===== config.mk =====
export PLATFORM = sky130hd
export DESIGN_NAME = usb_clk_rst_seq
export DESIGN_NICKNAME = d
export VERILOG_FILES = /design/src/rtl/usb_clk_pkg.sv /design/src/rtl/usb_clk_rst_seq_sync_ff.sv /design/src/rtl/usb_clk_rst_seq.sv
export SDC_FILE = /design/constraint.sdc
export NUM_CORES = 1
export LEC_CHECK = 0
export CORE_MARGIN = 1.5
export CORE_UTILIZATION = 25
export CTS_BUF_LIST = sky130_fd_sc_hd__clkbuf_2 sky130_fd_sc_hd__clkbuf_4 sky130_fd_sc_hd__clkbuf_8
export CTS_CLUSTER_DIAMETER = 120
export DETAILED_ROUTE_END_ITERATION = 12
export SYNTH_ARGS = -nofsm -noshare
export SYNTH_HDL_FRONTEND = slang
export SYNTH_SLANG_ARGS = --single-unit

===== constraint.sdc =====
create_clock -name clk -period 1.7 [get_ports clk]
set_input_delay 0.17 -clock clk [delete_from_list [all_inputs] [get_ports clk]]
set_output_delay 0.17 -clock clk [all_outputs]
set_load 0.01 [all_outputs]

===== src/rtl/usb_clk_pkg.sv =====
// Shared types and default constants for the USB clock/reset sequencer.
// Holds the sequencer FSM encoding and the counter-width helper.
package usb_clk_pkg;

   typedef enum logic [1:0] {
      WAIT_LOCK = 2'd0,
      STABILIZE = 2'd1,
      RUN       = 2'd2
   } seq_state_e;

   localparam int USB_FS_DIV        = 8;
   localparam int USB_LS_DIV        = 64;
   localparam int USB_STABLE_CYCLES = 1024;
   localparam int USB_STAB_W        = $clog2(USB_STABLE_CYCLES);
   localparam int USB_DIV_W         = $clog2(USB_LS_DIV);

   // A counter always needs at least one bit, even when it only ever holds 0.
   function automatic int cnt_w(input int n);
      return (n > 1) ? $clog2(n) : 1;
   endfunction

endpackage


===== src/rtl/usb_clk_rst_seq_sync_ff.sv =====
// Multi-flop synchronizer for a single asynchronous level, cleared by rstn.
// Used to bring the PLL lock flag into the pll96 domain.
module sync_ff #(
   parameter int STAGES = 2
) (
   input  logic clk,
   input  logic rstn,
   input  logic d_i,
   output logic q_o
);

   logic [STAGES-1:0] sync_q;

   // NOTE: sequential state uses non-blocking (<=) so every flop samples pre-edge values.
   always_ff @(posedge clk or negedge rstn) begin
      if (!rstn) begin
         sync_q <= '0;
      end else begin
         sync_q <= {sync_q[STAGES-2:0], d_i};
      end
   end

   assign q_o = sync_q[STAGES-1];

endmodule


===== src/rtl/usb_clk_rst_seq.sv =====
// PLL-lock driven reset sequencer with full/low-speed USB clock enables.
// Optional lock-loss counter enabled by defining USB_CLK_RST_SEQ_LOSS_CNT_EN.
module usb_clk_rst_seq
   import usb_clk_pkg::*;
#(
   parameter int SYNC_STAGES   = 2,
   parameter int STABLE_CYCLES = USB_STABLE_CYCLES,
   parameter int FS_DIV        = USB_FS_DIV,
   parameter int LS_DIV        = USB_LS_DIV
) (
   input  logic       clk,
   input  logic       rstn,
   input  logic       locked,
   output logic       usb_rst,
   output logic       ready,
   output logic       ce_fs,
   output logic       ce_ls,
   output logic [7:0] lock_loss_cnt
);

   localparam int STAB_W = cnt_w(STABLE_CYCLES);
   localparam int DIV_W  = cnt_w(LS_DIV);

   logic              lock_s;
   seq_state_e        state_q, state_d;
   logic [STAB_W-1:0] stab_q, stab_d;
   logic [DIV_W-1:0]  div_q, div_d;
   logic              usb_rst_q, usb_rst_d;
   logic              ready_q, ready_d;
   logic              ce_fs_q, ce_fs_d;
   logic              ce_ls_q, ce_ls_d;

   sync_ff #(.STAGES(SYNC_STAGES)) u_lock_sync (
      .clk  (clk),
      .rstn (rstn),
      .d_i  (locked),
      .q_o  (lock_s)
   );

   always_comb begin
      // NOTE: every combinational output gets a default first so no path infers a latch.
      state_d = state_q;
      stab_d  = stab_q;
      div_d   = '0;
      ce_fs_d = 1'b0;
      ce_ls_d = 1'b0;
      unique case (state_q)
         WAIT_LOCK: begin
            stab_d = '0;
            if (lock_s) state_d = STABILIZE;
         end
         STABILIZE: begin
            // A dropout on the terminal cycle still forces a full restart.
            if (!lock_s) begin
               state_d = WAIT_LOCK;
               stab_d  = '0;
            end else if (stab_q == STAB_W'(STABLE_CYCLES - 1)) begin
               state_d = RUN;
               stab_d  = '0;
            end else begin
               stab_d = stab_q + STAB_W'(1);
            end
         end
         RUN: begin
            if (!lock_s) begin
               state_d = WAIT_LOCK;
            end else begin
               div_d   = (div_q == DIV_W'(LS_DIV - 1)) ? '0 : div_q + DIV_W'(1);
               ce_fs_d = (int'(div_q) % FS_DIV) == (FS_DIV - 1);
               ce_ls_d = (div_q == DIV_W'(LS_DIV - 1));
            end
         end
         default: state_d = WAIT_LOCK;
      endcase
      usb_rst_d = (state_d != RUN);
      ready_d   = (state_d == RUN);
   end

   always_ff @(posedge clk or negedge rstn) begin
      if (!rstn) begin
         state_q   <= WAIT_LOCK;
         stab_q    <= '0;
         div_q     <= '0;
         usb_rst_q <= 1'b1;
         ready_q   <= 1'b0;
         ce_fs_q   <= 1'b0;
         ce_ls_q   <= 1'b0;
      end else begin
         state_q   <= state_d;
         stab_q    <= stab_d;
         div_q     <= div_d;
         usb_rst_q <= usb_rst_d;
         ready_q   <= ready_d;
         ce_fs_q   <= ce_fs_d;
         ce_ls_q   <= ce_ls_d;
      end
   end

`ifdef USB_CLK_RST_SEQ_LOSS_CNT_EN
   logic [7:0] loss_q;

   // Saturating count of RUN exits; only rstn clears it.
   always_ff @(posedge clk or negedge rstn) begin
      if (!rstn) begin
         loss_q <= 8'd0;
      end else if (state_q == RUN && state_d == WAIT_LOCK && loss_q != 8'hFF) begin
         loss_q <= loss_q + 8'd1;
      end
   end

   assign lock_loss_cnt = loss_q;
`else
   assign lock_loss_cnt = 8'd0;
`endif

   assign usb_rst = usb_rst_q;
   assign ready   = ready_q;
   assign ce_fs   = ce_fs_q;
   assign ce_ls   = ce_ls_q;

endmodule


==> results of run 1 <==
## power by group
part	switching (mW)	internal, mW	leakage (nW)
Sequential	0.00466	0.576	0.324
Clock	0.178	0.314	0.0357
Combinational	0.0303	0.0144	0.223
## critical path, cell delays in order, from the launching register on
cell	delay, ns
dfrtp_1	0.40
ha_2	0.21
and4_2	0.31
a41oi_4	0.19
mux2_1	0.33
## stage by stage
step                hold WS, ns  utilization, %  setup slack, ns  power (mW)  instance area [µm²]
floorplan                -0.126               -            0.182       0.628                 1180
global placement          0.332            27.9            0.126       0.635                 1220
detailed placement        0.336            27.9           0.0642       0.638                 1220
CTS                       0.260            29.5           0.0382        1.13                 1290
global route              0.265            29.6           0.0327        1.17                 1300
finish                    0.256            29.6            0.151        1.12                 1300
## registers in the layout (all words and copies together) (netlist names)
name                cells
stab_q                 10
div_q                   6
state_q                 2
u_lock_sync.sync_q      2
ce_fs                   1
ce_ls                   1
ready                   1
usb_rst                 1
## cell usage after synthesis
cell,count
a21oi_1,6
a22o_2,2
a31oi_1,2
a41oi_4,1
and2_1,2
and2_2,1
and3_1,3
and3_2,1
and3b_1,1
and4_1,1
buf_2,1
buf_4,8
buf_6,2
clkbuf_8,1
conb_1,1
dfrtp_1,23
dfstp_2,1
ha_1,3
inv_1,3
mux2_1,1
nand2_1,9
nand2b_1,1
nand3_1,5
nand3b_1,2
nand4_1,3
nor2_1,7
nor3_1,1
o21ai_0,4
o21ai_1,3
o311ai_0,1
o31ai_1,2
or3_1,1
xnor2_1,3
xor2_1,1
## kinds of logic (layout without fill, tap and decap cells)
family / after synthesis / in the layout / share of synthesized area (%)
other cells: 1 / 8 / 0.326
mux: 1 / 1 / 0.978
xor+xnor: 4 / 4 / 3.04
compound gates: 21 / 21 / 12.9
simple gates: 38 / 38 / 17.4
fa+ha+maj: 3 / 3 / 3.26
flops: 24 / 24 / 52.3
buf+inv: 15 / 16 / 9.78
## layout make-up
type	count	area (µm²)	share of cell area, %
inverters	3	11.3	0.867
well taps	52	65.1	5.01
clock buffers	3	41.3	3.18
flip-flops and latches	24	602	46.3
multi-input cells	75	467	35.9
repair buffers	9	82.6	6.36
clock inverters	1	30.0	2.31
## per-layer routing
metal	wire length, µm	track usage, %
met1	825	8.86
met2	954	14.6
met3	67	2.71
met4	18	2.73
met5	0	0
## cell usage in the layout, fill, tap and decap left out, types with 3 or more instances in the layout
master           synthesis  routed
nand4_1                  3       3
a21oi_1                  6       6
nand3_1                  5       5
nand2_1                  9       9
buf_4                    8       3
o21ai_0                  4       4
clkbuf_8                 1       3
nor2_1                   7       7
xnor2_1                  3       3
o21ai_1                  3       3
clkdlybuf4s50_1          0       6
and3_1                   3       3
inv_1                    3       3
conb_1                   1       8
dfrtp_1                 23      23
## worst max path at each step
stage                      to  slack [ns]  cells past startpoint
detailed placement  stab_q[7]        0.06                      5
floorplan           stab_q[7]        0.18                      6
CTS                 stab_q[7]        0.04                      5
finish              stab_q[0]        0.15                      4
global route        stab_q[0]        0.03                      4
global placement    stab_q[0]        0.13                      4
==> impl_metrics.ini, run 1 <==
[min_path]
hp-class = input pin to asynchronous set/reset pin

[timing]
fin_crit_sh_pct = 91.1
min_period_ns = 1.55
report.final.slew_viol_count = 0
final-setup-viol-count = 0
skew_ns = 0.00270
rsz0062_at_grt = false
tns_ns = 0
max_freq_mhz = 646
hold_viol_final = 0

[routing]
routed-via-count = 773
dr.pass1.iters = 4
drt_iter0_drc = 16
vias_per_cell = 4.63
drc = 0
detail_route.wl_per_cell_um = 11.2
drt-total-wl_mm = 1.87
ant_nets = 0

[global_route]
antenna_found_initial = 0
grt_usage_pct = 8.10
grt_pass1_vias = 776
grt_max_degree = 25
grt-ovfl-total = 0
grt_first_pass_wirelength_mm = 3.30

[final_layout]
fillers = 449
nNetsFinal = 122
num_antenna_cells = 0
drive_gt1_share_pct = 13.0
area_growth_pct = 12.8
fin_cells = 167

[setup_path]
critPathLaunch = stab_q[0]
cp_max_fo = 9
reg2reg_from = stab_q[0]
rrSetupSlack_ns = 0.15
reg2reg_to = stab_q[0]
arrival_ns = 1.70
critPathCaptureType = flop
reg2regPathDepth = 4
start_kind = flop
required_ns = 1.85
crit_type = flop to flop

[outcome]
outcome = finished, final reports clean

[die]
rows = 24
die_w_um = 70.9
die_y_um = 70.9
start_util_pct = 26.3
die_area_um2 = 5020
coreArea_um2 = 4380
io_pins = 15

[job]
drv_cap = 0

[yosys]
avgSynthCellArea_um2 = 10.8
synth_top_area_share_pct = 50.0
syn-cell-area_um2 = 1150
synthTopCellsByArea = dfrtp_1, buf_4, ha_1
yosys_warnings = 0
ys_ff_latch = 24
synth.largest_area_cell = dfrtp_1
synthDistinctLibCells = 34
yosysSeqAreaShare_pct = 52.3
syn-instance-count = 107

[clock_network]
cts_root_buf = clkbuf_8
cts_resized = 0
tritoncts = yes
cts_buffers = 3
path_clk_slew_ns = 0.08
cts_max_level = 1
worstSkewPairLatency_ns = 0.26
cts_buffer_depth = 2
cts_hold_buf = 0
cts_sinks = 24
post_cts_buffers = 0

[power]
leakage_nw = 0.583
ir_drop_mv = 0.348
powerDensity_nw_per_um2 = 861

[place]
portBuffers = 6
dpl.cell_count = 163
dpl.hpwl_mm = 1.31
gp_congestion = 0.804
Note: power is estimated with default switching activity, not from simulation.
==> inputs of run 2 (changes only) <==
- clock period: 1.7 -> 2 ns (I/O delays scaled with it)
==> run 2 against run 1 <==
Hold slack gained 0.022 ns. Non-clock buffer count down 1. Setup slack improved by 0.20 ns. Critical path depth grew 1. Final cell count down 0.60%. Core utilization decreased by 0.77 points.
==> impl_metrics.ini, run 2 (synthesis gave the netlist of run 1 again) <==
[setup_path]
start_kind = flop
critPathCapture = stab_q[7]
arrival_ns = 1.79
rrSetupSlack_ns = 0.35
worstPathCellList = ha_1, and4_1, a41oi_4, nand3_1, o311ai_0
slowest_stage = dfrtp_1
crit_type = flop to flop
reg2regPathDepth = 5
reg2reg_from = stab_q[0]
max_stage_delay_ns = 0.41
critPathCaptureType = flop
required_ns = 2.14
reg2reg_to = stab_q[7]
cp_max_fo = 9
critPathLaunch = stab_q[0]

[routing]
ant_nets = 0
drc = 0
detail_route.wl_per_cell_um = 11.4
routed-via-count = 762
drt_iter0_drc = 29
drt-total-wl_mm = 1.89
dr.pass1.iters = 4
vias_per_cell = 4.59

[min_path]
hp-class = input pin to asynchronous set/reset pin

[die]
die_y_um = 70.9
rows = 24
coreArea_um2 = 4380
start_util_pct = 26.3
die_w_um = 70.9
die_area_um2 = 5020
io_pins = 15

[global_route]
grt-ovfl-total = 0
grtUsageMet1_pct = 8.59
gr-max-usage-layer = met2
antenna_found_initial = 0
grt_first_pass_wirelength_mm = 3.31
met3_usage_pct = 2.71
grt_pass1_vias = 752
grt_max_degree = 25
grtUsageMet2_pct = 15.4
grt_usage_pct = 8.25

[final_layout]
fillers = 442
largest_reg_flops = 10
layout_commonest_cell = dfrtp_1
top_register = stab_q
reg_top3 = stab_q (10), div_q (6)
nNetsFinal = 121
final_cell_mix = dfrtp_1, nand2_1, conb_1, nor2_1
drive_gt1_share_pct = 10.5
area_growth_pct = 9.89
num_antenna_cells = 0
fin_cells = 166

[timing]
report.final.slew_viol_count = 0
final-setup-viol-count = 0
max_freq_mhz = 606
min_period_ns = 1.65
rsz0062_at_grt = false
whs_ns = 0.278
fin_crit_sh_pct = 82.5
hold_viol_final = 0
setup_ws_ns = 0.350
tns_ns = 0
skew_ns = 0.0107

[clock_network]
cts_sinks = 24
path_clk_slew_ns = 0.09
cts_buffers = 3
tritoncts = yes
cts_root_buf = clkbuf_8
cts_max_level = 1
post_cts_buffers = 0
cts_buffer_depth = 2
cts_resized = 0
worstSkewPairLatency_ns = 0.27
cts_hold_buf = 0

[power]
finalPower_mw = 0.835
leakage_nw = 0.570
powerDensity_nw_per_um2 = 660
ir_drop_mv = 0.248

[outcome]
outcome = finished, final reports clean

[place]
portBuffers = 6
dpl.cell_count = 162
preCtsSetupSlack_ns = 0.358
gp_congestion = 0.789
dpl.hpwl_mm = 1.38

[job]
drv_cap = 0
[run 2: worst min path at each step]
| stage | start | end | slack (ns) | depth (start not counted) |
|---|---|---|---|---|
| floorplan | rstn | ce_fs | -0.1 | 0 |
| global placement | u_lock_sync.sync_q[0] | u_lock_sync.sync_q[1] | 0.34 | 0 |
| detailed placement | u_lock_sync.sync_q[0] | u_lock_sync.sync_q[1] | 0.34 | 0 |
| CTS | rstn | div_q[1] | 0.29 | 2 |
| global route | rstn | ce_ls | 0.31 | 2 |
| finish | rstn | ce_ls | 0.28 | 2 |
[run 2: power breakdown]
part / internal (mW) / switching, mW / total, mW
sequential: 0.490 / 0.00411 / 0.494
combinational: 0.0121 / 0.0253 / 0.0374
clock: 0.156 / 0.148 / 0.304
total: 0.658 / 0.178 / 0.835
[run 2: metal layers]
layer / share of wire, % / up-vias
li1: - / 372
met1: 42 / 379
met2: 54 / 9
met3: 3.3 / 2
met4: 1.1 / 0
met5: 0 / -
[run 2: final cells by class]
class	count	area, µm²	share of cell area, %
clock buffer	4	48.8	3.86
inverter	3	11.3	0.890
multi-input combinational	75	463	36.6
sequential	24	602	47.6
tap	52	65.1	5.14
timing repair buffer	8	75.1	5.93
[run 2: critical path, delay by kind of cell (launching register included)]
family / cells / cell delay (ns)
compound gates: 2 / 0.46
simple gates: 2 / 0.39
fa+ha+maj: 1 / 0.25
flops: 1 / 0.41
[run 2: through the flow]
stage / cell area, µm² / utilization (%)
final: 1260 / 28.9
after global routing: 1260 / 28.9
after CTS: 1260 / 28.9
after detailed placement: 1220 / 27.7
after global placement: 1220 / 27.7
after floorplan: 1180 / -
